**src/rtl/spi_flash.sv**
```systemverilog
// Single-byte SPI NOR-flash read master (mode 0).
// Sends READ_CMD plus a 24-bit address MSB first, shifts in one byte and
// returns it on mem_data together with a one-cycle mem_ready strobe.
module spi_flash #(
    parameter int         CLK_DIV  = 1,
    parameter logic [7:0] READ_CMD = 8'h03
) (
    input  logic        clk,
    input  logic        rstn,
    input  logic        mem_valid,
    input  logic [23:0] mem_addr,
    output logic [7:0]  mem_data,
    output logic        mem_ready,
    output logic        sclk,
    output logic        mosi,
    input  logic        miso,
    output logic        cs
);

    typedef enum logic [2:0] {
        IDLE      = 3'd0,
        SEND_CMD  = 3'd1,
        SEND_ADDR = 3'd2,
        READ_DATA = 3'd3,
        DONE      = 3'd4
    } state_t;

    localparam int             DIV_W   = (CLK_DIV > 1) ? $clog2(CLK_DIV) : 1;
    localparam logic [DIV_W-1:0] DIV_MAX = DIV_W'(CLK_DIV - 1);

    state_t           state, state_d;
    logic [2:0]       bit_counter, bit_counter_d;
    logic [1:0]       addr_byte_q, addr_byte_d;
    logic [DIV_W-1:0] div_cnt_q, div_cnt_d;
    logic [31:0]      shreg_q, shreg_d;
    logic [7:0]       rx_q, rx_d;
    logic             cs_q, cs_d;
    logic             sclk_q, sclk_d;
    logic             mosi_q, mosi_d;
    logic             mem_ready_q, mem_ready_d;
    logic [7:0]       mem_data_q, mem_data_d;

    // Next-state logic: sclk toggles every CLK_DIV cycles; mosi only moves on
    // the falling half, miso is captured on the rising half.
    always_comb begin
        state_d       = state;
        bit_counter_d = bit_counter;
        addr_byte_d   = addr_byte_q;
        div_cnt_d     = div_cnt_q;
        shreg_d       = shreg_q;
        rx_d          = rx_q;
        cs_d          = cs_q;
        sclk_d        = sclk_q;
        mosi_d        = mosi_q;
        mem_ready_d   = 1'b0;
        mem_data_d    = mem_data_q;

        case (state)
            IDLE: begin
                cs_d   = 1'b1;
                sclk_d = 1'b0;
                if (mem_valid) begin
                    shreg_d       = {READ_CMD, mem_addr};
                    state_d       = SEND_CMD;
                    cs_d          = 1'b0;
                    mosi_d        = READ_CMD[7];
                    bit_counter_d = 3'd0;
                    addr_byte_d   = 2'd0;
                    div_cnt_d     = '0;
                end
            end
            SEND_CMD, SEND_ADDR, READ_DATA: begin
                if (div_cnt_q != DIV_MAX) begin
                    div_cnt_d = div_cnt_q + 1'b1;
                end else begin
                    div_cnt_d = '0;
                    if (!sclk_q) begin
                        sclk_d = 1'b1;
                        if (state == READ_DATA)
                            rx_d = {rx_q[6:0], miso};
                    end else begin
                        // end of a bit: drop sclk and present the next one
                        sclk_d  = 1'b0;
                        shreg_d = {shreg_q[30:0], 1'b0};
                        mosi_d  = (state == READ_DATA) ? 1'b0 : shreg_q[30];
                        if (bit_counter != 3'd7) begin
                            bit_counter_d = bit_counter + 3'd1;
                        end else begin
                            bit_counter_d = 3'd0;
                            case (state)
                                SEND_CMD: state_d = SEND_ADDR;
                                SEND_ADDR: begin
                                    if (addr_byte_q == 2'd2) begin
                                        state_d = READ_DATA;
                                        mosi_d  = 1'b0;
                                    end else begin
                                        addr_byte_d = addr_byte_q + 2'd1;
                                    end
                                end
                                default: begin
                                    state_d     = DONE;
                                    cs_d        = 1'b1;
                                    mem_ready_d = 1'b1;
                                    mem_data_d  = rx_q;
                                end
                            endcase
                        end
                    end
                end
            end
            DONE: begin
                state_d = IDLE;
            end
            default: begin
                state_d = IDLE;
                cs_d    = 1'b1;
                sclk_d  = 1'b0;
            end
        endcase
    end

    // State and output registers; reset aborts any transfer in flight.
    always_ff @(posedge clk) begin
        if (!rstn) begin
            state       <= IDLE;
            bit_counter <= 3'd0;
            addr_byte_q <= 2'd0;
            div_cnt_q   <= '0;
            shreg_q     <= 32'h0;
            rx_q        <= 8'h00;
            cs_q        <= 1'b1;
            sclk_q      <= 1'b0;
            mosi_q      <= 1'b0;
            mem_ready_q <= 1'b0;
            mem_data_q  <= 8'h00;
        end else begin
            state       <= state_d;
            bit_counter <= bit_counter_d;
            addr_byte_q <= addr_byte_d;
            div_cnt_q   <= div_cnt_d;
            shreg_q     <= shreg_d;
            rx_q        <= rx_d;
            cs_q        <= cs_d;
            sclk_q      <= sclk_d;
            mosi_q      <= mosi_d;
            mem_ready_q <= mem_ready_d;
            mem_data_q  <= mem_data_d;
        end
    end

    assign cs        = cs_q;
    assign sclk      = sclk_q;
    assign mosi      = mosi_q;
    assign mem_ready = mem_ready_q;
    assign mem_data  = mem_data_q;

endmodule

```
**config.mk**
```make
export PLATFORM = sky130hd
export DESIGN_NAME = spi_flash
export DESIGN_NICKNAME = d
export VERILOG_FILES = /design/src/rtl/spi_flash.sv
export SDC_FILE = /design/constraint.sdc
export NUM_CORES = 1
export LEC_CHECK = 0
export ABC_AREA = 1
export CAP_MARGIN = 20
export CORE_ASPECT_RATIO = 0.8
export CORE_UTILIZATION = 48
export CTS_CLUSTER_SIZE = 10
export DETAILED_ROUTE_END_ITERATION = 16
export GPL_TIMING_DRIVEN = 0
export PLACE_DENSITY = 0.75
export SYNTH_ARGS = -nofsm -noshare
export SYNTH_HDL_FRONTEND = slang
export SYNTH_SLANG_ARGS = --single-unit
```
**constraint.sdc**
```tcl
create_clock -name clk -period 1.3 [get_ports clk]
set_input_delay 0.26 -clock clk [delete_from_list [all_inputs] [get_ports clk]]
set_output_delay 0.26 -clock clk [all_outputs]
set_load 0.03 [all_outputs]
```
==> results.cfg <==
[outcome]
status = finished, violations left
violations = DRC, setup timing

[power]
p_per_area_mw_per_mm2 = 2076
p_clk_frac = 0.246
power_mw = 7.646
switching_share = 0.3757
p_comb_frac = 0.422
ir_worst_vdd_mv = 1.042
power_leakage_nw = 1.603
internal_power_mw = 4.774
p_sw_mw = 2.873
seq_power_share = 0.332

[logic_synthesis]
synth_cell_types = 26
synthTopCellsByArea = dfxtp_1 (46%), nand2_1 (21%), nor2_1 (7.4%), a21oi_1 (6.8%), o21ai_0 (4.1%)
synthArstFlopShare = 0
synth-main-ff-cell = dfxtp_1
synth-edff-count = 0
yosys-top-cells-count = nand2_1 (144), dfxtp_1 (59), nor2_1 (51)
syn-instance-count = 365
synth.most_common_cell = nand2_1
ys_ff_latch = 59
yosysWarnings = 0
yosys.area.top_type = dfxtp_1
synth_top_area_frac = 0.4578
avgSynthCellArea_sq_um = 7.068
seq_area_frac_synth = 0.4578
synthesis.area_sq_mm = 0.002580
synth_nets = 396

[cells_and_area]
seq_area_sq_mm = 0.001197
area_growth_pct = 42.77
n_antenna_cell = 0
fill_cells = 395
final_cells = 501
drive_gt1_frac = 0.2733
multi_input_area_sq_mm = 0.001436
final_core_utilization = 0.7232
nNetsFinal = 466

[global_route]
grt_pass1_wl_um = 10270
grt_pass1_vias = 2235
grt_max_degree = 11
grt_antenna_before_repair = 0
grtUsageTotal = 0.2343
gr-total-overflow = 0

[timing]
period_needed_ps = 1332
relSlewSlack = 0.6794
setup_slack_ps = -32.17
fmax_mhz = 750.7
rsz0062_at_grt = true
drv_slew = 0
skew_ps = 6.925
tightest_slew_ps = 480.9
timing.final.crit_share = 1.025
setup_viol = 17
finalHoldViolations = 0

[job]
cap_violations = 0

[critical_path]
path_max_fanout = 4
r2r_end = state[0]
r2r_cells = 7
r2r_start = state[1]
critPathMostFrequentCell = nand2_1
cp-end-kind = flip-flop
crit_type = reg -> reg
worstPathCellList = nor2_4, nand3b_4, buf_4, nand4_1, nand2_1, nand2_1, nor2_1
r2r_slack_ps = -30
worstSetupEndpoint = state[0]
crit_slowest_cell = dfxtp_4
required_ps = 1530
cp-startpoint = state[1]
max_stage_delay_ps = 370
cp.arrival_ps = 1560
critPathLaunchType = flip-flop

[detailed_routing]
post_drt_wl_per_cell_um = 13.37
drt_iter0_drc = 103
wl_um = 6699
dr.pass1.iters = 11
ant_nets = 0
route.detailed.drc = 2
dr_total_vias = 2551
via_per_inst = 5.092

[min_path]
hp-class = reg -> reg

[clocking]
cts_inserted_buffers = 9
htreeDepth = 3
cts-root-buf = clkbuf_8
clk_latency_ps = 340
cts_buffer_depth = 2
cts_num_sinks = 59
cts_tree = done
clkTransAtPathRegs_ps = 60

[floorplan]
dieArea_sq_mm = 0.005674
pin_count = 40
start_util = 0.5065
die_h_um = 67.58
core_area_sq_mm = 0.005094
die_w_um = 83.97
rows = 23

[placed_design]
port_buffers = 39
dpl.cell_count = 466
hpwl_um = 3896
gp_congestion = 0.8549
-- power by group through the flow --
stage / sequential, mW / clock (mW) / combinational [mW]
after floorplan: 2.54 / 0 / 1.76
after global placement: 2.51 / 0 / 2.37
after detailed placement: 2.52 / 0 / 2.41
after CTS: 2.50 / 1.91 / 2.85
after global routing: 2.58 / 2.00 / 3.54
final: 2.54 / 1.88 / 3.22
-- worst min path at each step --
stage                            from          end  slack, ps  cells past startpoint
final                     shreg_q[26]  shreg_q[26]        460                      2
after global routing       shreg_q[9]   shreg_q[9]        480                      2
after CTS                 shreg_q[27]  shreg_q[27]        460                      2
after detailed placement  shreg_q[22]  shreg_q[22]        450                      2
after global placement             cs           cs        440                      2
after floorplan                  miso      rx_q[0]        390                      2
-- per-layer routing --
metal	GRT usage	vias to the layer above	routed length, um
met5	0	-	0
li1	-	1305	-
met1	0.2897	1169	3010
met4	0.08836	0	82
met2	0.3811	68	3201
met3	0.08313	9	403
-- cell usage in the layout (no fill, tap or decap), drive strengths merged --
cell	synthesis	final
ha	3	3
clkbuf	5	21
nand3b	1	1
a31oi	1	1
bufinv	0	2
clkdlybuf4s50	0	27
buf	10	29
o21bai	1	1
clkinv	1	3
dfxtp	59	59
o21ai	21	21
nand2	147	147
a21oi	35	35
nor2	57	57
nand4	3	3
inv	10	11
clkdlybuf4s15	0	7
nand3	9	9
or2	1	1
nor3	1	1
-- area by class of cell --
| type | count | share of cell area |
|---|---|---|
| multi-input cells | 280 | 0.3899 |
| flip-flops and latches | 59 | 0.3251 |
| clock inverters | 4 | 0.02004 |
| clock buffers | 11 | 0.04110 |
| well taps | 62 | 0.02106 |
| plain buffers | 15 | 0.03702 |
| repair inverters | 1 | 0.001698 |
| inverters | 11 | 0.01630 |
| repair buffers | 58 | 0.1478 |
-- registers in the layout (all words and copies together) (netlist names) --
register	count
bit_counter	3
addr_byte_q	2
rx_q	8
mosi	1
cs	1
state	3
mem_data	8
mem_ready	1
shreg_q	31
sclk	1
-- worst max-delay path, delay by kind of cell (launching register included) --
kind	cells	cell delay (ps)
buffers and inverters	1	150
DFF	1	370
and+or+nand+nor	6	710
-- timing repair --
item / 4_1_cts / 5_1_grt
cloned: 1 / 2
hold buffers: 0 / 0
setup endpoints to repair: 69 / 61
pin swaps: 11 / 17
buffers inserted: 12 / 5
gates resized for setup: 71 / 66
-- metrics by stage --
step                TNS [ps]  area, sq um  hold slack [ps]  setup slack (ps)
floorplan                  0         2581            394.9             16.84
global placement      -18030         3049            444.2            -398.6
detailed placement    -18440         3049            454.5            -407.4
CTS                   -7.127         3506            463.8            -7.127
global route           -2632         3684            478.4            -96.88
finish                -305.3         3684            460.3            -32.17
-- cell families (layout without fill, tap and decap cells) --
group                    count (synthesis)  count (layout)  share of synthesized area
buffers and inverters                   26             100                    0.04947
adder cells (fa/ha/maj)                  3               3                    0.01455
AND/OR/NAND/NOR                        219             219                     0.3642
flip-flops                              59              59                     0.4578
AO/OA/AOI/OAI                           58              58                     0.1140
No activity file was read; power rests on OpenSTA's default activity.
